## src/rtl/chad_cop_pkg.sv

```systemverilog
// Shared encodings for the chad multiply/divide coprocessor.
// Command selects, FSM states and result-mux selects live here.
package chad_cop_pkg;

   localparam logic [2:0] COP_SEL_LO   = 3'd0;
   localparam logic [2:0] COP_MUL      = 3'd1;
   localparam logic [2:0] COP_DIV      = 3'd2;
   localparam logic [2:0] COP_SEL_HI   = 3'd3;
   localparam logic [2:0] COP_SEL_STAT = 3'd4;

   typedef enum logic {
      ST_IDLE,
      ST_RUN
   } state_t;

   typedef enum logic [1:0] {
      RSEL_LO,
      RSEL_HI,
      RSEL_STAT
   } rsel_t;

endpackage

```

## src/rtl/chad_coproc.sv

```systemverilog
// Iterative unsigned multiply / restoring divide coprocessor for the chad core.
// One result bit per cycle through a single shared WIDTH+1-bit adder/subtractor.
import chad_cop_pkg::*;

module chad_coproc #(
   parameter int WIDTH = 18
) (
   input  logic             clk,
   input  logic             resetq,
   input  logic             hold_in,
   input  logic             copgo,
   input  logic [10:0]      sel,
   input  logic [WIDTH-1:0] copa,
   input  logic [WIDTH-1:0] copb,
   input  logic [WIDTH-1:0] copc,
   output logic [WIDTH-1:0] cop,
   output logic             stall
);

   localparam int CW = $clog2(WIDTH) + 1;

   state_t           state_reg, state_next;
   rsel_t            rsel_reg;
   logic [WIDTH-1:0] lo_reg, hi_reg, b_reg;
   logic [CW-1:0]    count_reg;
   logic             ovf_reg, op_div_reg, skip_reg;

   logic             busy, accept, cmd_valid, start_op;
   logic [WIDTH:0]   add_a, add_b;
   logic             add_cin;
   logic [WIDTH+1:0] sum;

   assign busy      = (state_reg != ST_IDLE);
   assign stall     = copgo & busy;
   assign accept    = copgo & ~hold_in & ~busy;
   assign cmd_valid = accept & (sel[10:3] == 8'd0);
   assign start_op  = cmd_valid & ((sel[2:0] == COP_MUL) | (sel[2:0] == COP_DIV));

   always_ff @(posedge clk or negedge resetq) begin
      if (!resetq) state_reg <= ST_IDLE;
      else         state_reg <= state_next;
   end

   always_comb begin
      state_next = state_reg;
      case (state_reg)
         ST_IDLE: if (start_op) state_next = ST_RUN;
         ST_RUN:  if (count_reg == '0) state_next = ST_IDLE;
         default: state_next = ST_IDLE;
      endcase
   end

   // MUL adds the multiplicand when lo[0] is set; DIV subtracts the divisor
   // from the left-shifted partial remainder {hi, lo msb}.
   always_comb begin
      add_a   = {1'b0, hi_reg};
      add_b   = '0;
      add_cin = 1'b0;
      if (op_div_reg) begin
         add_a   = {hi_reg, lo_reg[WIDTH-1]};
         add_b   = ~{1'b0, b_reg};
         add_cin = 1'b1;
      end else if (lo_reg[0]) begin
         add_b = {1'b0, b_reg};
      end
   end

   assign sum = {1'b0, add_a} + {1'b0, add_b} + {{(WIDTH+1){1'b0}}, add_cin};

   always_ff @(posedge clk or negedge resetq) begin
      if (!resetq) begin
         lo_reg     <= '0;
         hi_reg     <= '0;
         b_reg      <= '0;
         ovf_reg    <= 1'b0;
         count_reg  <= '0;
         rsel_reg   <= RSEL_LO;
         op_div_reg <= 1'b0;
         skip_reg   <= 1'b0;
      end else if (cmd_valid) begin
         case (sel[2:0])
            COP_SEL_LO:   rsel_reg <= RSEL_LO;
            COP_SEL_HI:   rsel_reg <= RSEL_HI;
            COP_SEL_STAT: rsel_reg <= RSEL_STAT;
            COP_MUL: begin
               hi_reg     <= '0;
               lo_reg     <= copa;
               b_reg      <= copb;
               ovf_reg    <= 1'b0;
               count_reg  <= CW'(WIDTH - 1);
               op_div_reg <= 1'b0;
               skip_reg   <= 1'b0;
            end
            COP_DIV: begin
               op_div_reg <= 1'b1;
               if (copc >= copb) begin
                  // Quotient would not fit (or divide by zero): flag and finish in one cycle.
                  ovf_reg   <= 1'b1;
                  lo_reg    <= '1;
                  hi_reg    <= copc;
                  count_reg <= '0;
                  skip_reg  <= 1'b1;
               end else begin
                  ovf_reg   <= 1'b0;
                  hi_reg    <= copc;
                  lo_reg    <= copa;
                  b_reg     <= copb;
                  count_reg <= CW'(WIDTH - 1);
                  skip_reg  <= 1'b0;
               end
            end
            default: ;
         endcase
      end else if (state_reg == ST_RUN) begin
         if (!skip_reg) begin
            if (op_div_reg) begin
               if (sum[WIDTH+1]) begin
                  hi_reg <= sum[WIDTH-1:0];
                  lo_reg <= {lo_reg[WIDTH-2:0], 1'b1};
               end else begin
                  hi_reg <= add_a[WIDTH-1:0];
                  lo_reg <= {lo_reg[WIDTH-2:0], 1'b0};
               end
            end else begin
               hi_reg <= sum[WIDTH:1];
               lo_reg <= {sum[0], lo_reg[WIDTH-1:1]};
            end
         end
         if (count_reg != '0) count_reg <= count_reg - 1'b1;
      end
   end

   always_comb begin
      cop = '0;
      case (rsel_reg)
         RSEL_LO:   cop = lo_reg;
         RSEL_HI:   cop = hi_reg;
         RSEL_STAT: cop = {{(WIDTH-2){1'b0}}, ovf_reg, busy};
         default:   cop = '0;
      endcase
   end

endmodule
```

## config.mk

```make
export PLATFORM = sky130hd
export DESIGN_NAME = chad_coproc
export DESIGN_NICKNAME = d
export VERILOG_FILES = /design/src/rtl/chad_cop_pkg.sv /design/src/rtl/chad_coproc.sv
export SDC_FILE = /design/constraint.sdc
export NUM_CORES = 1
export LEC_CHECK = 0
export BUFFER_PORTS_ARGS = -buffer_cell sky130_fd_sc_hd__buf_2
export CAP_MARGIN = 25
export CORE_MARGIN = 10
export CORE_UTILIZATION = 58
export CTS_CLUSTER_DIAMETER = 50
export CTS_CLUSTER_SIZE = 20
export DETAILED_ROUTE_END_ITERATION = 7
export GPL_TIMING_DRIVEN = 0
export HOLD_SLACK_MARGIN = 0.03
export PLACE_DENSITY = 0.86
export SYNTH_ARGS = -nofsm -noshare
export SYNTH_HDL_FRONTEND = slang
export SYNTH_SLANG_ARGS = --single-unit
export TNS_END_PERCENT = 20
```

## constraint.sdc

```tcl
create_clock -name clk -period 4.25 [get_ports clk]
set_input_delay 0.425 -clock clk [delete_from_list [all_inputs] [get_ports clk]]
set_output_delay 0.425 -clock clk [all_outputs]
set_load 0.005 [all_outputs]
```

---- Word level (Yosys, flattened, before mapping) ----
Index checks and enable logic that the tools add are counted.
cells by class
  multiplexer cells ....................... 32
  $add $sub $neg .......................... 3
  shifts and indexed selects .............. 0
  divide/modulo/power cells ............... 0
  equality and inequality tests ........... 9
  reductions and logical operators ........ 14
  magnitude comparators ................... 1
  bitwise gates (word level) .............. 9
  multiply operators ...................... 0
operators with widths
  kind                                                                number
  18-bit 2-to-1 mux                                                   12
  18-bit one-hot mux with 2 select lines                              3
  18-bit one-hot mux with 3 select lines                              1
  19-bit 2-to-1 mux                                                   2
  19-bit by 19-bit adder with 20-bit output                           1
  20-bit by 1-bit adder with 20-bit output                            1
  18-bit inverter with 19-bit output                                  1
  18-bit >= comparator                                                1
  6-bit 2-to-1 mux                                                    3
  6-bit one-hot mux with 2 select lines                               1
  3-bit AND reduction                                                 3
  8-bit zero test                                                     1
  3-bit by 2-bit == test with 1-bit output, second input constant     2
  6-bit zero test                                                     1
  1-bit one-hot mux with 2 select lines                               3
  2-bit one-hot mux with 3 select lines                               1
  2-bit nonzero test                                                  3
  6-bit nonzero test                                                  1
  6-bit by 1-bit subtractor with 6-bit output, second input constant  1
  1-bit bitwise AND                                                   5
  1-bit 2-to-1 mux                                                    5
  5-bit 2-to-1 mux                                                    1
  2-bit AND reduction                                                 2
  3-bit by 1-bit == test with 1-bit output, second input constant     1
  other kinds (11)                                                    12
word-level totals
  bits in registers ....................... 65
  memories kept ........................... 0
  output and inout bits ................... 19
  input port bits ......................... 69
  bits in writable memories ............... 0
  bits in latches ......................... 0
  memory bits (read-only) ................. 0
  word-level logic and storage cells ...... 76

---- Longest topological paths before layout ----
  word-level depth ........................ 9
  gate-level depth with buffers ........... 15

---- Worst setup path before layout ----
No wires, ideal clock.
  path type ............................... reg2reg
  start point ............................. reg op_div_reg
  end point ............................... reg hi_reg[13]
  arrival time ............................ 3.436 ns
  period minus slack after synthesis ...... 3.562 ns
  setup slack ............................. 0.688 ns
  setup time .............................. 0.126 ns
  cell stages (with the launch flop) ...... 14
  cells stage by stage .................... dfrtp_1 > buf_2 > buf_1 > clkbuf_1 > mux2i_1 > fa_1 > fa_1 > and2b_1 > o31a_1 > o21a_4 > a21oi_4 > xnor2_1 > o221a_1 > a221o_1
between the ends
  word-level cells in the longest chain between the ends .. 8
  elaborated cells on any way between the ends .. 10
  those cells by class .................... add/sub: 2; mux: 8
RTL lines
  what                                       line                source
  from (decl)                                chad_coproc.sv:26   logic ovf_reg, op_div_reg, skip_reg;
  from (signal assigned)                     chad_coproc.sv:78   op_div_reg <= 1'b0;
  from (signal assigned)                     chad_coproc.sv:91   op_div_reg <= 1'b0;
  from (signal assigned)                     chad_coproc.sv:95   op_div_reg <= 1'b1;
  19-bit 2-to-1 mux                          chad_coproc.sv:59   if (op_div_reg) begin
  19-bit by 19-bit adder with 20-bit output  chad_coproc.sv:68   assign sum = {1'b0, add_a} + {1'b0, add_b} + {{(WIDTH+1){1'b0}}, add_cin};
  20-bit by 1-bit adder with 20-bit output   chad_coproc.sv:68
  18-bit 2-to-1 mux                          chad_coproc.sv:117  if (sum[WIDTH+1]) begin
  18-bit 2-to-1 mux *                        chad_coproc.sv:116  if (op_div_reg) begin
  18-bit 2-to-1 mux *                        chad_coproc.sv:115  if (!skip_reg) begin
  18-bit 2-to-1 mux *                        chad_coproc.sv:114  end else if (state_reg == ST_RUN) begin
  18-bit 2-to-1 mux *                        chad_coproc.sv:80   end else if (cmd_valid) begin
  to (signal assigned)                       chad_coproc.sv:118  hi_reg <= sum[WIDTH-1:0];
  to (signal assigned)                       chad_coproc.sv:121  hi_reg <= add_a[WIDTH-1:0];
  to (signal assigned)                       chad_coproc.sv:125  hi_reg <= sum[WIDTH:1];
  to (decl)                                  chad_coproc.sv:24   logic [WIDTH-1:0] lo_reg, hi_reg, b_reg;
Mark *: on every way between the ends. The rest lies on a longest branch, timed or not. The select of a mux whose other input is x is not followed.
A chain may end at the register's enable or synchronous reset.

---- Worst setup path after layout ----
Ends and elaborated chain as after synthesis.

==> impl_results.rst <==
.. list-table::
   :header-rows: 1

   * - Metric
     - Value
   * - Setup TNS
     - 0 ns
   * - Overall overflow remaining after global route
     - 0
   * - Post-synthesis sequential area ratio
     - 0.2852
   * - Fraction of final layout cells sized beyond drive strength 1
     - 0.2749
   * - Worst path cell trace
     - buf_2, buf_2, clkbuf_1, mux2i_1, fa_1, fa_1, and2b_1, o31a_1, o21a_4, a21oi_4, xnor2_1, o221a_1, a221o_1
   * - Cells after Synth
     - 621
   * - Total number of placement rows
     - 36
   * - Number of vias per cell
     - about 6.4
   * - Number of nets at the end of the flow
     - 826
   * - Number of buffers inserted to repair setup after CTS
     - 0
   * - Non-filler cells, final
     - 857
   * - Hold WC Path Type
     - in2async
   * - Maximum number of pins on one net before global-route repair
     - 66
   * - Total nets after synthesis
     - 728
   * - Antenna diode count
     - 0
   * - Final Hold Vio Count
     - 0
   * - Maximum vdd ir drop
     - around 0.25 mV
   * - Mapped Avg Cell Area
     - 9.184 um^2
   * - Max Fclk
     - 246.0 MHz
   * - Longest Clk Path Bufs
     - 2
   * - Tightest slew margin relative to the limit
     - 0.4212
   * - Critical Path Max Stage Delay
     - 0.50 ns
   * - Async set-reset flop share out of synthesis
     - 1.000
   * - Placed Instances
     - 841
   * - TritonCTS clock tree
     - built
   * - Post-layout min period
     - 4.065 ns
   * - Maximum Capacitance Violations
     - 0
   * - Warning count from the yosys run
     - 0
   * - Master of the slowest instance on the critical path
     - clkbuf_1
   * - Leading cell type in the layout, fill and taps excluded
     - buf_2
   * - Slew Limit Fails
     - 0
   * - Clock tree root driver cell
     - clkbuf_8
   * - Leading register cell type out of synthesis
     - dfrtp_1
   * - Final-report setup violation count
     - 0
   * - Tightest Pin Transition
     - 0.8682 ns
   * - Result of the run
     - completed
   * - Clk sinks
     - between 60 and 70
   * - Number of global-route vias before repair
     - 5,629
   * - Count of input and output buffers
     - 87
   * - Number of H-tree branching levels
     - 3
   * - Share of Yosys cell area claimed by the top area cell type
     - 0.2852
   * - Placeable Area
     - 9684 um^2
   * - Global-route total usage across every layer
     - 0.2440
   * - Total via count after detailed routing
     - 5,517
   * - Total iterations of the first detailed-routing run
     - 8
   * - Post-synthesis cell type count
     - 83
   * - Clock skew
     - 0.01364 ns
   * - Number of flops mapped to enable cells by yosys
     - 0
   * - Number of placed I/O pins
     - 88
   * - Crit path arrival time
     - 4.30 ns
   * - Die span in x
     - 119.2 um
   * - Floorplan die area
     - 14,200 um^2
   * - Starting density of the core
     - 0.5889
   * - Synth area leaders
     - dfrtp_1, ha_1, mux2i_1
   * - Total power divided by cell area
     - slightly below 500 nW/um^2
   * - Required time of the critical path
     - about 4.5 ns
   * - Number of antenna violations at the first check in global routing
     - 0
   * - Type of the setup path with the least slack
     - reg2reg
   * - First-pass GRT wire length
     - 28.43 mm
   * - Flops & latches, synth
     - 65
   * - Half-perimeter wire length after detailed placement
     - around 14 mm
   * - Routed wire length
     - ~18 mm
   * - Synthesized cell area
     - 5703 um^2
   * - Global placer's final weighted congestion
     - 0.9501
   * - Number of DRC violations after detailed routing
     - 0
   * - Clock transition time at the flip-flop clock pins of the worst setup and hold paths
     - 0.09 ns
   * - Leak Pwr
     - 3.182 nW
   * - Relative area change from synthesis to final layout
     - 14.26%
   * - Cell type contributing the most total cell area after synthesis
     - dfrtp_1
   * - Setup repair after global routing missed its margin
     - false
   * - Startpoint type of the worst setup path
     - flip-flop
   * - Clock latency on the worst-skew pair
     - about 0.36 ns
   * - Routed WL per cell
     - 20.90 um
   * - Period utilisation layout
     - 0.9564
   * - DRT iter0 DRCs
     - 698
   * - Final worst hold slack
     - 0.1510 ns
   * - Leading cell types in the layout, fill and taps excluded
     - buf_2, dfrtp_1, nand2_1, o21ai_0, mux2i_1
   * - Chip height
     - 119.2 um
   * - CTS Buf Count
     - 9
   * - Final antenna-violating net count
     - 0
   * - Critical path fanouts, max
     - 10
   * - Critical Path Sink Type
     - flip-flop
-- logic make-up (layout without fill, tap and decap cells) --
kind of cell / Yosys count / after routing / synth area share
AOI/OAI and AO/OA: 191 / 191 / 0.2595
xor gates and xnor gates: 15 / 15 / 0.02304
adders and majority gates: 38 / 38 / 0.08600
buffers and inverters: 60 / 163 / 0.04476
DFF: 65 / 65 / 0.2852
muxes: 76 / 76 / 0.1463
and+or+nand+nor: 176 / 176 / 0.1551
-- report_power, final --
group / internal, mW / leakage [nW] / switching [mW]
Combinational: 0.700 / 2.28 / 0.868
Clock: 0.288 / 0.0949 / 0.279
Sequential: 0.808 / 0.802 / 0.274
Total: 1.80 / 3.18 / 1.42
-- what timing repair did --
item,CTS,global route
setup endpoints to repair,1,19
endpoints found under the hold margin,0,0
hold buffers,0,0
gates resized for setup,1,4
-- layout make-up --
cell class                      count  area, um^2
Multi-Input combinational cell    496        3821
Fill cell                         793        3168
Sequential cell                    65        1627
Timing Repair Buffer               87       437.9
Tap cell                          133       166.4
Buffer                             30       147.6
Clock buffer                       10       137.6
Inverter                           30       112.6
Clock inverter                      6       66.31
-- path summary, 6_finish.rpt --
kind	from	to	slack, ns	depth (start not counted)
setup / recovery	op_div_reg	hi_reg[13]	0.19	13
hold / removal	resetq	lo_reg[14]	0.15	1
setup reg to reg	op_div_reg	hi_reg[13]	0.19	13
hold reg to reg	b_reg[8]	b_reg[8]	0.53	1
max in group asynchronous	resetq	b_reg[16]	3.50	1
min in group clk	copb[2]	b_reg[2]	0.31	2
-- Yosys cell counts, drive strengths merged, types with 15 or more instances --
cell type / number
a21o: 15
dfrtp: 65
buf: 16
o21ai: 54
nand2: 59
nand3: 32
o221a: 19
mux2i: 44
mux2: 32
nor2: 38
ha: 36
a21oi: 32
inv: 30
-- through the flow --
step | cell area [um^2] | total power [mW] | util | setup slack, ns
5_1_grt | 6516 | 3.403 | 0.6729 | 0.03770
3_5_place_dp | 6307 | 2.608 | 0.6513 | 0.02329
2_1_floorplan | 5703 | 2.092 | - | 0.6879
3_3_place_gp | 6305 | 2.546 | 0.6510 | 0.05976
4_1_cts | 6513 | 3.176 | 0.6725 | 0.04127
6_report | 6516 | 3.218 | 0.6729 | 0.1854
-- critical path, delay by kind of cell, from the launching register on --
kind            cells  cell delay [ns]
compound gates      5             1.07
buf+inv             3             1.01
fa+ha+maj           2             0.90
flops               1             0.32
simple gates        1             0.23
mux                 1             0.22
xor+xnor            1             0.18
-- per-layer routing --
layer	global-route usage	vias to the layer above	share of wire
met5	0	-	0
met4	0.1031	0	0.033
met3	0.04771	58	0.095
met2	0.3869	316	0.45
met1	0.3173	2612	0.42
li1	-	2531	-
Note: power is estimated with default switching activity, not from simulation.
